===== config.mk =====
export PLATFORM = sky130hd
export DESIGN_NAME = uart_tx_fifo
export DESIGN_NICKNAME = d
export VERILOG_FILES = /design/src/rtl/uart_tx_fifo.sv
export SDC_FILE = /design/constraint.sdc
export NUM_CORES = 1
export LEC_CHECK = 0
export ABC_AREA = 1
export ABC_CLOCK_PERIOD_IN_PS = 3400
export CAP_MARGIN = 20
export CELL_PAD_IN_SITES_DETAIL_PLACEMENT = 0
export CELL_PAD_IN_SITES_GLOBAL_PLACEMENT = 2
export CORE_ASPECT_RATIO = 0.9
export CORE_UTILIZATION = 36
export DETAILED_ROUTE_END_ITERATION = 8
export GPL_TIMING_DRIVEN = 0
export PLACE_DENSITY_LB_ADDON = 0.1
export SYNTH_ARGS = -nofsm -noshare
export SYNTH_HDL_FRONTEND = slang
export SYNTH_SLANG_ARGS = --single-unit

===== constraint.sdc =====
create_clock -name clk_i -period 3.4 [get_ports clk_i]
set_input_delay 0.68 -clock clk_i [delete_from_list [all_inputs] [get_ports clk_i]]
set_output_delay 0.68 -clock clk_i [all_outputs]
set_load 0.01 [all_outputs]

===== src/rtl/uart_tx_fifo.sv =====
// uart_tx_fifo: Wishbone slave that buffers byte writes in a small FIFO and
// sends them as 8N1 frames on uart_txd_o. tx_irq_o is a level interrupt that
// is high while the transmitter is idle with an empty FIFO and irq_en is set.
module uart_tx_fifo #(
  parameter int CLK_PERIOD_NS = 20,
  parameter int BAUD_RATE     = 115200,
  parameter int FIFO_DEPTH    = 8
) (
  input  logic        clk_i,
  input  logic        rst_n_i,
  input  logic        stb_i,
  input  logic        cyc_i,
  input  logic [3:0]  addr_i,
  input  logic [31:0] data_i,
  input  logic [3:0]  sel_i,
  input  logic        we_i,
  output logic        ack_o,
  output logic        err_o,
  output logic [31:0] data_o,
  output logic        uart_txd_o,
  output logic        tx_irq_o
);

  // Clock cycles per bit, truncated.
  localparam int DIVISOR = 1_000_000_000 / (CLK_PERIOD_NS * BAUD_RATE);
  // The guard keeps the width legal even for an illegal DIVISOR, so that
  // the elaboration error below is the message the user actually sees.
  localparam int BW = (DIVISOR > 2) ? $clog2(DIVISOR) : 1;
  localparam int AW = $clog2(FIFO_DEPTH);
  localparam int CW = AW + 1;

  localparam logic [3:0]    ADDR_TXDATA = 4'h0;
  localparam logic [3:0]    ADDR_STATUS = 4'h4;
  localparam logic [3:0]    ADDR_CTRL   = 4'h8;
  localparam logic [BW-1:0] BAUD_LOAD   = BW'(DIVISOR - 1);

  generate
    if (DIVISOR < 2) begin : g_bad_divisor
      $fatal(1, "uart_tx_fifo: clock/baud ratio gives DIVISOR < 2");
    end
    if (FIFO_DEPTH < 2 || (FIFO_DEPTH & (FIFO_DEPTH - 1)) != 0) begin : g_bad_depth
      $fatal(1, "uart_tx_fifo: FIFO_DEPTH must be a power of two >= 2");
    end
  endgenerate

  typedef enum logic [1:0] {IDLE, START, DATA, STOP} state_t;

  // FIFO storage and bookkeeping
  logic [7:0]    mem [FIFO_DEPTH];
  logic [AW-1:0] wr_ptr, rd_ptr;
  logic [CW-1:0] count;
  logic          full, empty, push, pop;

  // Transmitter state
  state_t        state, state_d;
  logic [7:0]    shift, shift_d;
  logic [2:0]    bit_cnt, bit_cnt_d;
  logic [BW-1:0] baud, baud_d;
  logic          baud_done, txd_d;

  // Bus side
  logic          req, hit_tx, hit_st, hit_ct, bus_err;
  logic          irq_en;
  logic [3:0]    cnt_sat;
  logic [31:0]   status, rdata;

  // Only the low byte lane carries anything for this block.
  logic unused_bits;
  assign unused_bits = ^{data_i[31:8], sel_i[3:1]};

  // Full/empty always come from the count at the start of the cycle, so a
  // same-cycle pop never makes room for a push and vice versa.
  assign full  = (count == CW'(FIFO_DEPTH));
  assign empty = (count == '0);

  // A request is accepted only while no response is on the bus; this keeps a
  // request held through its response cycle from being taken twice.
  assign req = cyc_i & stb_i & ~ack_o & ~err_o;

  // Address decode, error detection, push qualification and read mux
  always_comb begin
    hit_tx  = (addr_i == ADDR_TXDATA);
    hit_st  = (addr_i == ADDR_STATUS);
    hit_ct  = (addr_i == ADDR_CTRL);
    cnt_sat = (32'(count) > 32'd15) ? 4'hF : 4'(count);
    status  = {24'd0, cnt_sat, 1'b0, (state != IDLE), empty, full};
    bus_err = req & (~(hit_tx | hit_st | hit_ct) | (hit_tx & we_i & sel_i[0] & full));
    push    = req & hit_tx & we_i & sel_i[0] & ~full;
    rdata   = '0;
    if (hit_st) rdata = status;
    if (hit_ct) rdata = {31'd0, irq_en};
  end

  // Single-cycle response registers and the CTRL register
  always_ff @(posedge clk_i or negedge rst_n_i) begin
    if (!rst_n_i) begin
      ack_o  <= 1'b0;
      err_o  <= 1'b0;
      data_o <= '0;
      irq_en <= 1'b0;
    end else begin
      ack_o  <= req & ~bus_err;
      err_o  <= bus_err;
      data_o <= (req & ~bus_err & ~we_i) ? rdata : '0;
      if (req & we_i & hit_ct & sel_i[0]) irq_en <= data_i[0];
    end
  end

  // FIFO storage write port; contents need no reset since count gates reads
  always_ff @(posedge clk_i) begin
    if (push) mem[wr_ptr] <= data_i[7:0];
  end

  // FIFO pointers and occupancy; a simultaneous push and pop cancel out
  always_ff @(posedge clk_i or negedge rst_n_i) begin
    if (!rst_n_i) begin
      wr_ptr <= '0;
      rd_ptr <= '0;
      count  <= '0;
    end else begin
      if (push) wr_ptr <= wr_ptr + AW'(1);
      if (pop)  rd_ptr <= rd_ptr + AW'(1);
      case ({push, pop})
        2'b10:   count <= count + CW'(1);
        2'b01:   count <= count - CW'(1);
        default: count <= count;
      endcase
    end
  end

  // Transmitter state registers; txd is registered from the next state so
  // the pin changes on the same edge the FSM moves.
  always_ff @(posedge clk_i or negedge rst_n_i) begin
    if (!rst_n_i) begin
      state      <= IDLE;
      shift      <= '0;
      bit_cnt    <= '0;
      baud       <= '0;
      uart_txd_o <= 1'b1;
    end else begin
      state      <= state_d;
      shift      <= shift_d;
      bit_cnt    <= bit_cnt_d;
      baud       <= baud_d;
      uart_txd_o <= txd_d;
    end
  end

  // Transmitter next-state: each non-idle state lasts DIVISOR cycles per bit
  always_comb begin
    state_d   = state;
    shift_d   = shift;
    bit_cnt_d = bit_cnt;
    baud_d    = baud;
    pop       = 1'b0;
    baud_done = (baud == '0);
    case (state)
      IDLE: begin
        if (!empty) begin
          pop       = 1'b1;
          shift_d   = mem[rd_ptr];
          bit_cnt_d = '0;
          baud_d    = BAUD_LOAD;
          state_d   = START;
        end
      end
      START: begin
        if (baud_done) begin
          baud_d  = BAUD_LOAD;
          state_d = DATA;
        end else begin
          baud_d = baud - BW'(1);
        end
      end
      DATA: begin
        if (baud_done) begin
          baud_d    = BAUD_LOAD;
          shift_d   = shift >> 1;
          bit_cnt_d = bit_cnt + 3'd1;
          if (bit_cnt == 3'd7) state_d = STOP;
        end else begin
          baud_d = baud - BW'(1);
        end
      end
      STOP: begin
        if (baud_done) begin
          // Chain straight into the next start bit when data is waiting.
          if (!empty) begin
            pop       = 1'b1;
            shift_d   = mem[rd_ptr];
            bit_cnt_d = '0;
            baud_d    = BAUD_LOAD;
            state_d   = START;
          end else begin
            state_d = IDLE;
          end
        end else begin
          baud_d = baud - BW'(1);
        end
      end
      default: state_d = IDLE;
    endcase

    case (state_d)
      START:   txd_d = 1'b0;
      DATA:    txd_d = shift_d[0];
      default: txd_d = 1'b1;
    endcase
  end

  // Drain interrupt, registered from the current-cycle condition
  always_ff @(posedge clk_i or negedge rst_n_i) begin
    if (!rst_n_i) tx_irq_o <= 1'b0;
    else          tx_irq_o <= irq_en & empty & (state == IDLE);
  end

endmodule


# Word level (Yosys, flattened, before mapping)
# Memory sizes are Yosys's and may differ from the RTL's.
# Index checks and enable logic that the tools add are counted.
# op_classes
add_sub_neg	6
eq_ne	13
mux	29
bitwise_logic	27
reduce_logical	9
# ops
operator	count
8-bit two-way mux	5
32-bit two-way mux	1
9-bit two-way mux	3
9-bit one-hot mux with 3 select lines	1
8-bit one-hot mux with 3 select lines	1
1-bit bitwise AND	18
2-bit two-way mux	5
3-bit by 1-bit adder with 3-bit output, second input constant	3
9-bit logical NOT	1
3-bit two-way mux	3
3-bit one-hot mux with 3 select lines	1
9-bit by 1-bit subtractor with 9-bit output, second input constant	1
2-bit == test, second input constant	4
4-bit == test, second input constant	2
4-bit logical NOT	2
2-bit one-hot mux with 4 select lines	1
4-bit one-hot mux with 2 select lines	1
2-bit by 1-bit == test with 1-bit output, second input constant	3
1-bit NOT	6
1-bit two-way mux	5
4-bit by 1-bit adder with 4-bit output, second input constant	1
4-bit by 3-bit == test with 1-bit output, second input constant	1
2-bit inequality test, second input constant	2
1-bit one-hot mux with 2 select lines	2
other kinds (8)	11
# totals
output_inout_bits	36
word_cells	99
mem_count	1
regBits	69
ramBits	64
input_bits	45
# mem_list
name	depth	word_bits	read_ports	rd_ports_with_merged_regs	wr	line	rtl
mem	8	8	1	0	1	49	logic [7:0] mem [FIFO_DEPTH];

# Longest topological paths before layout
# Gate-level depths: netlist of the first run.
# depth
ltp_word	10
mapped_depth	15
ltp_nobuf	15

# Worst setup path before layout of the first run
# Ideal clock, no wire load.
# synth_timing
kind	input port to flip-flop
start	in addr_i[0]
end	mem mem[1][0], enable pin
setup_ns	0.383
t_arrival_ns	2.012
required_time_ns	3.017
n_path_buf	0
stages	9
slack_ns	1.005
cell_sequence	inv_1 nand2_1 inv_1 nand2_1 nor2_1 nand3_1 inv_1 nand2_1 nor3_1
# synth_between
elab_chain_cells	7
# synth_rtl
element	line	rtl
start, declared	13	input logic [3:0] addr_i,
4-bit logical NOT	82	hit_tx = (addr_i == ADDR_TXDATA);
1-bit bitwise AND (4 in series)	88	push = req & hit_tx & we_i & sel_i[0] & ~full;
1-bit two-way mux	111	if (push) mem[wr_ptr] <= data_i[7:0];
1-bit two-way mux (implied by the code)	111	
end, declared	49	
# Every way passes these cells.

# Worst setup path in the final report of the first run
# layout_timing
start	in addr_i[0]
end	mem mem[3][7], enable pin
# Same word-level chain as after synthesis.

==> results of run 1 <==
[final timing paths]
kind	end	slack, ns	depth (start not counted)	from
hold reg to reg	shift[0]	0.49	2	shift[0]
setup reg to reg	cnt_sat[2]	0.70	12	state[0]
hold / removal	baud[7]	0.26	1	rst_n_i
min in group clk_i	shift[0]	0.49	2	shift[0]
max in group asynchronous	cnt_sat[2]	2.63	2	rst_n_i
setup / recovery	mem[3][7]	0.58	11	addr_i[0]
[Yosys cell counts (2+ instances only)]
| master | count |
|---|---|
| a21oi_1 | 8 |
| o21ai_1 | 4 |
| inv_1 | 34 |
| buf_4 | 27 |
| nor3_1 | 8 |
| nor2_4 | 4 |
| nand2_4 | 3 |
| ha_1 | 14 |
| o22ai_1 | 15 |
| nor2_2 | 6 |
| nand2_1 | 130 |
| o31ai_1 | 2 |
| clkinv_1 | 2 |
| buf_2 | 6 |
| o21ai_0 | 49 |
| nor2_1 | 50 |
| xnor2_1 | 2 |
| dfrtp_1 | 43 |
| inv_2 | 6 |
| buf_6 | 3 |
| nand4_1 | 2 |
| nand3_1 | 34 |
| xor2_1 | 7 |
| edfxtp_1 | 64 |
[placed cells by master (no fill, tap or decap), types with 7 or more instances in the layout]
master	instances
a21oi_1	8
buf_2	7
buf_4	30
clkbuf_16	9
clkdlybuf4s50_1	27
conb_1	25
dfrtp_1	43
edfxtp_1	64
ha_1	14
inv_1	34
nand2_1	130
nand3_1	34
nor2_1	50
o21ai_0	49
o22ai_1	15
xor2_1	7
[power by group]
group          internal (mW)  switching [mW]
sequential              1.40          0.0141
clock                  0.517           0.516
combinational         0.0534          0.0657
[worst max-delay path, stage by stage]
cell and delay, ns:
clkdlybuf4s50_1 0.40, inv_1 0.05, nand2_1 0.04, inv_1 0.08
nand2_1 0.08, nor2_1 0.15, nand3_1 0.20, inv_1 0.17
nand2_1 0.17, nor3_1 0.58, buf_4 0.28
[cell families (layout without fill, tap and decap cells)]
logic type               Yosys count  after routing  share of synthesized area
buffers and inverters             78            128                     0.0806
multiplexers                       1              1                    0.00190
AO/OA/AOI/OAI                     84             84                     0.0908
AND/OR/NAND/NOR                  244            244                      0.203
other                              1             25                   0.000712
XOR/XNOR                           9              9                     0.0150
adder cells (fa/ha/maj)           14             14                     0.0333
flip-flops                       108            108                      0.575
[registers in the layout, indices dropped and copies added (netlist names)]
signal,cells
bit_cnt,3
ack_o,1
rd_ptr,3
cnt_sat,4
baud,9
uart_txd_o,1
data_o,7
mem,64
tx_irq_o,1
irq_en,1
err_o,1
shift,8
state,2
wr_ptr,3
[area by class of cell]
type	count	area share
clock inverter	7	0.0106
buffer	36	0.0426
clock buffer	9	0.0360
sequential	108	0.484
multi-input combinational	377	0.309
tap	193	0.0386
timing repair buffer	34	0.0544
inverter	42	0.0252
[through the flow]
stage / utilization / instance area, um2 / worst slack (ns) / power, mW / std cells
4_1_cts: 0.442 / 6250 / 0.551 / 2.60 / 806
5_1_grt: 0.442 / 6250 / 0.359 / 2.66 / 806
3_5_place_dp: 0.421 / 5960 / 0.170 / 1.56 / 790
2_1_floorplan: - / 5350 / 1.00 / 1.50 / 563
3_3_place_gp: 0.415 / 5880 / -0.358 / 1.55 / 784
6_report: 0.442 / 6250 / 0.582 / 2.57 / 806
[layer usage]
| layer | routed length, um | global-route usage |
|---|---|---|
| met4 | 130 | 0.0442 |
| met5 | 0 | 0 |
| met2 | 5540 | 0.271 |
| met1 | 5480 | 0.226 |
| met3 | 447 | 0.0357 |
==> flow_summary.json, run 1 <==
{
  "drv_cap": 0,
  "endpoint_kind": "flip-flop",
  "yosysTopAreaCell": "edfxtp_1",
  "start_util": 0.372,
  "peakVddDrop_v": 0.000311,
  "slew_headroom": 0.371,
  "wl_mm": 11.6,
  "cts-buffers-inserted": 9,
  "fin_crit_sh": 0.829,
  "multi_input_area_um2": 1930,
  "critPathArrivalTime_ns": 2.88,
  "hpwl_mm": 8.22,
  "core-area_um2": 14200,
  "root_buffer": "clkbuf_16",
  "power.density_nw_per_um2": 410,
  "grt_max_degree": 29,
  "grt_pass1_wl_mm": 18.5,
  "syn_to_final_growth_pct": 18.8,
  "slew_violations": 0,
  "worst_pin_slew_ns": 0.939,
  "critical_path_class": "in -> reg",
  "ys_seq_area_frac": 0.575,
  "ys_warn_count": 0,
  "routed_via_density": 4.59,
  "fin_nets": 667,
  "report.final.hold_viol_count": 0,
  "path_clk_slew_ns": 0.08,
  "die_x_um": 129,
  "drive_above_1_share": 0.148,
  "synth_edf_count": 64,
  "grt_pass1_vias": 3459,
  "hp-class": "in -> async",
  "critical_path_peak_fanout": 5,
  "p_leak_nw": 2.68,
  "status": "completed",
  "synth_cells": 539,
  "fillerInstances": 1418,
  "synth_ff_type": "edfxtp_1",
  "antenna_found_initial": 0,
  "grt_setup_unrepaired": "no",
  "fin_hold_ws_ns": 0.260,
  "worstPathRequired_ns": 3.46,
  "rows": 41,
  "synthArstFlopShare": 0.407,
  "io_buffers": 28,
  "fin_crit_ns": 2.82,
  "cts_tree": "built",
  "clock.fmax_mhz": 355,
  "ios": 81,
  "gr-total-overflow": 0,
  "setup_viol": 0,
  "clock_path_buffers": 2,
  "drc_errors": 0,
  "die_area_um2": 15100,
  "cts_max_level": 3,
  "vias": 3702,
  "tns_ns": 0,
  "ant_nets": 0,
  "place_congestion": 0.766,
  "syn_area_um2": 5260,
  "ctsHoldBuffers": 0,
  "cts_setup_buffers": 0,
  "die_h_um": 117,
  "avgSynthCellArea_um2": 9.77,
  "start_kind": "primary input",
  "register_area_um2": 3020,
  "ys_types": 40,
  "cts_sinks": 108,
  "synthTopCellsByArea": "edfxtp_1 37%, dfrtp_1 20%, nand2_1 9.3%",
  "dr.pass1.iters": 4,
  "drt_iter0_markers": 201,
  "ys_ff_latch": 108,
  "insertion_delay_ns": 0.35,
  "synth_top_area_frac": 0.365,
  "grtUsageTotal": 0.167,
  "antenna_cells": 0,
  "cts_resized": 0,
  "fin_skew_ns": 0.0132,
  "wl_per_cell_um": 14.4
}
Note: power is estimated with default switching activity, not from simulation.
==> inputs of run 2 (changes only) <==
- ABC_CLOCK_PERIOD_IN_PS: 3400 -> 2700
- CORE_UTILIZATION: 36 -> 34
- clock period: 3.4 -> 2.7 ns (I/O delays scaled with it)
==> flow_summary.json, run 2 (synthesis results as in run 1) <==
{
  "start_util": 0.353,
  "antenna_found_initial": 0,
  "peakVddDrop_v": 0.000296,
  "swShare": 0.234,
  "p_leak_nw": 2.71,
  "drc_errors": 0,
  "worst_pin_slew_ns": 0.604,
  "slew_violations": 0,
  "status": "completed",
  "start_kind": "primary input",
  "layout_common_cells": "130 x nand2_1, 64 x edfxtp_1, 50 x nor2_1",
  "endpoint_kind": "flip-flop",
  "power_frac_comb": 0.047,
  "power.density_nw_per_um2": 513,
  "die_h_um": 120,
  "setup_viol": 0,
  "fin_skew_ns": 0.00932,
  "p_int_mw": 2.48,
  "wl_mm": 12.0,
  "finalInstanceArea_um2": 6320,
  "top_regs": "mem (64), baud (9), shift (8)",
  "hpwl_mm": 8.64,
  "critPathArrivalTime_ns": 2.64,
  "cts_sinks": 108,
  "gr-total-overflow": 0,
  "critical_path_peak_fanout": 5,
  "dr.pass1.iters": 5,
  "syn_to_final_growth_pct": 20.1,
  "fin_nets": 673,
  "ios": 81,
  "routed_via_density": 4.63,
  "place_inst": 798,
  "place_congestion": 0.759,
  "root_buffer": "clkbuf_16",
  "p_total_mw": 3.24,
  "drt_iter0_markers": 208,
  "rows": 42,
  "ctsHoldBuffers": 0,
  "drv_cap": 0,
  "pwr-share-clk": 0.404,
  "hp-class": "in -> async",
  "io_buffers": 28,
  "final_common_cell": "nand2_1",
  "ant_nets": 0,
  "clock_path_buffers": 2,
  "fillerInstances": 1498,
  "drive_above_1_share": 0.165,
  "tns_ns": 0,
  "die_x_um": 133,
  "report.final.hold_viol_count": 0,
  "wl_per_cell_um": 14.7,
  "die_area_um2": 16000,
  "regMostFlops": "mem",
  "clock.fmax_mhz": 389,
  "cts-buffers-inserted": 9,
  "path_clk_slew_ns": 0.08,
  "core-area_um2": 14900,
  "largest_register_ffs": 64,
  "final_cells": 817,
  "antenna_cells": 0,
  "grt_pass1_vias": 3643,
  "placed_area_um2": 5990,
  "cts_max_level": 3,
  "critical_path_class": "in -> reg",
  "slew_headroom": 0.594,
  "insertion_delay_ns": 0.35,
  "seqPwrFrac": 0.549,
  "cts_tree": "built",
  "grt_setup_unrepaired": "yes",
  "worstPathRequired_ns": 2.77,
  "grt_max_degree": 29,
  "vias": 3779,
  "fin_crit_ns": 2.57,
  "grt_pass1_wl_mm": 19.8,
  "final_util": 0.424,
  "p_switching_mw": 0.759,
  "fin_crit_sh": 0.953,
  "grtUsageTotal": 0.163
}
==> run 2: what timing repair did <==
action / in CTS / in global routing
gates resized for setup: 0 / 6
endpoints found under the hold margin: 0 / 0
endpoints found under the setup margin: 0 / 23
setup buffers: 0 / 3
==> run 2: final cells by class <==
cell class	instances	area (um2)	share of cell area
Clock inverter	7	63.8	0.0101
Multi-Input combinational cell	377	1940	0.307
Tap cell	198	248	0.0392
Sequential cell	108	3020	0.478
Clock buffer	9	225	0.0356
Buffer	36	267	0.0422
Timing Repair Buffer	40	393	0.0622
Inverter	42	158	0.0249
==> run 2: metal layers <==
metal,vias up,track usage,wire length [um]
li1,1914,-,-
met1,1780,0.230,5720
met2,78,0.256,5600
met3,7,0.0338,564
met4,0,0.0426,109
met5,-,0,0
==> run 2: final timing paths <==
check / startpoint / endpoint / slack, ns / cells past startpoint
min in group clk_i: shift[0] / shift[0] / 0.49 / 2
worst min register to register: shift[0] / shift[0] / 0.49 / 2
worst max-delay path: addr_i[0] / mem[1][5] / 0.13 / 11
worst max register to register: baud[0] / cnt_sat[2] / 0.20 / 14
max in group asynchronous: rst_n_i / wr_ptr[2] / 2.10 / 2
worst min-delay path: rst_n_i / bit_cnt[1] / 0.10 / 1
==> run 2: stage by stage <==
stage	hold slack, ns	setup slack [ns]
after detailed placement	0.462	-0.289
after floorplan	0.244	0.435
final	0.105	0.127
after global routing	0.137	-0.134
after global placement	0.460	-0.914
after CTS	0.117	0.0139
==> run 2: power by group through the flow <==
stage / clock network (mW) / logic [mW] / registers, mW
after floorplan: 0 / 0.0829 / 1.81
after global placement: 0 / 0.143 / 1.81
after detailed placement: 0 / 0.151 / 1.82
after CTS: 1.35 / 0.152 / 1.78
after global routing: 1.42 / 0.170 / 1.78
final: 1.31 / 0.151 / 1.78
==> run 2: worst max-delay path, cell delays in order <==
cell,delay [ns]
clkdlybuf4s50_1,0.39
inv_1,0.05
nand2_1,0.04
inv_1,0.07
nand2_1,0.06
nor2_1,0.16
nand3_1,0.19
inv_1,0.17
nand2_1,0.17
nor3_1,0.51
buf_4,0.28
==> inputs of run 3 (changes only) <==
- ABC_CLOCK_PERIOD_IN_PS: 2700 -> not set
- SLEW_MARGIN: not set -> 30
==> flow_summary.json, run 3 (synthesis results as in run 1) <==
{
  "status": "completed",
  "power_frac_comb": 0.046,
  "die_h_um": 120,
  "fin_nets": 668,
  "drv_cap": 0,
  "crit_chain": "clkdlybuf4s50_1 > inv_1 > nand2_1 > inv_1 > nand2_1 > nor2_1 > nand3_1 > inv_1 > nand2_1 > nor3_2 > buf_4",
  "top_regs": "mem (64), baud (9), shift (8)",
  "crit_cells": 11,
  "drc_errors": 0,
  "critPathArrivalTime_ns": 2.57,
  "die_area_um2": 16000,
  "drive_above_1_share": 0.160,
  "cp-startpoint": "addr_i[0]",
  "cts_sinks": 108,
  "place_inst": 793,
  "fillerInstances": 1512,
  "dr.pass1.iters": 4,
  "hpwl_mm": 8.31,
  "antenna_cells": 0,
  "largest_register_ffs": 64,
  "antenna_found_initial": 0,
  "core-area_um2": 14900,
  "final_common_cell": "nand2_1",
  "path_delay_family": "simple AND/OR/NAND/NOR gates",
  "seqPwrFrac": 0.555,
  "start_util": 0.353,
  "pwr-share-clk": 0.398,
  "fin_crit_sh": 0.931,
  "cts_tree": "built",
  "final_cells": 811,
  "power.density_nw_per_um2": 512,
  "die_x_um": 133,
  "io_buffers": 28,
  "wl_per_cell_um": 14.8,
  "final_util": 0.421,
  "peakVddDrop_v": 0.000296,
  "fin_skew_ns": 0.0146,
  "insertion_delay_ns": 0.35,
  "slew_headroom": 0.599,
  "critical_path_class": "in -> reg",
  "start_kind": "primary input",
  "grt_pass1_wl_mm": 19.7,
  "place_congestion": 0.759,
  "wl_mm": 12.0,
  "rows": 42,
  "max_stage_delay_ns": 0.39,
  "drt_iter0_markers": 215,
  "p_leak_nw": 2.70,
  "r2r_slack_ns": 0.19,
  "clock_path_buffers": 2,
  "slew_violations": 0,
  "routed_via_density": 4.67,
  "endpoint_kind": "flip-flop",
  "report.final.hold_viol_count": 0,
  "syn_to_final_growth_pct": 19.4,
  "grtUsageTotal": 0.162,
  "ant_nets": 0,
  "root_buffer": "clkbuf_16",
  "p_switching_mw": 0.749,
  "regMostFlops": "mem",
  "clock.fmax_mhz": 398,
  "gr-total-overflow": 0,
  "timing.rr.end": "cnt_sat[2]",
  "grt_max_degree": 45,
  "swShare": 0.233,
  "cts_max_level": 3,
  "setup_viol": 0,
  "cp_slowest_cell": "clkdlybuf4s50_1",
  "vias": 3787,
  "critical_path.endpoint": "mem[5][7]",
  "ios": 81,
  "layout_common_cells": "130 x nand2_1, 64 x edfxtp_1, 50 x nor2_1",
  "grt_setup_unrepaired": "yes",
  "critical_path_peak_fanout": 6,
  "grt_pass1_vias": 3677,
  "fin_crit_ns": 2.51,
  "cts-buffers-inserted": 9,
  "path_clk_slew_ns": 0.08,
  "p_int_mw": 2.47,
  "hp-class": "in -> async",
  "crit_buf_inv": 5,
  "worst_pin_slew_ns": 0.602,
  "worstPathRequired_ns": 2.76,
  "r2r_cells": 12,
  "reg2reg_from": "state[0]"
}
==> run 3: worst min path at each step <==
stage / end / slack [ns]
after floorplan: ack_o / 0.24
after global placement: bit_cnt[1] / 0.46
after detailed placement: shift[0] / 0.46
after CTS: state[0] / 0.21
after global routing: shift[5] / 0.24
final: baud[8] / 0.20
==> run 3: final cells by class <==
class	count	area [um2]	area share
Multi-Input combinational cell	377	1980	0.315
Sequential cell	108	3020	0.481
Clock buffer	9	225	0.0358
Inverter	42	158	0.0251
Tap cell	198	248	0.0394
Timing Repair Buffer	35	330	0.0526
Clock inverter	6	55.1	0.00876
Buffer	36	267	0.0424
==> run 3: stage by stage <==
stage / setup WS (ns) / setup TNS (ns) / hold WS (ns) / power [mW] / cell area (um2)
final: 0.187 / 0 / 0.196 / 3.22 / 6280
after global routing: -0.0988 / -0.138 / 0.240 / 3.36 / 6280
after CTS: 0.0234 / 0 / 0.213 / 3.25 / 6230
after detailed placement: -0.264 / -10.13 / 0.461 / 1.97 / 5950
after global placement: -0.914 / -63.43 / 0.460 / 1.96 / 5880
after floorplan: 0.435 / 0 / 0.244 / 1.89 / 5350
==> run 3: power groups by stage <==
stage / clock (mW) / sequential, mW / combinational (mW)
5_1_grt: 1.40 / 1.79 / 0.169
4_1_cts: 1.32 / 1.78 / 0.149
3_5_place_dp: 0 / 1.82 / 0.148
3_3_place_gp: 0 / 1.81 / 0.143
2_1_floorplan: 0 / 1.81 / 0.0829
6_report: 1.28 / 1.79 / 0.149
==> run 3: per-layer routing <==
metal | wire (um) | up-vias | track usage
li1 | - | 1898 | -
met1 | 5840 | 1801 | 0.221
met2 | 5590 | 77 | 0.261
met3 | 449 | 11 | 0.0346
met4 | 121 | 0 | 0.0455
met5 | 0 | - | 0
==> run 3: worst reg2reg max path, cell delays in order, from the launching register on <==
cell and delay (ns):
dfrtp_1 0.45, inv_1 0.25, ha_2 0.31, nand2_1 0.15, a21oi_4 0.23, ha_2 0.27, nand2_1 0.07, inv_1 0.07
nor2_1 0.05, ha_1 0.17, a21oi_1 0.15, xor2_1 0.15, o21ai_0 0.08
==> run 3: what timing repair did <==
item / in CTS / in global routing
buffers inserted: 0 / 3
gates resized for setup: 0 / 7
hold buffers: 0 / 0
endpoints found under the setup margin: 0 / 34
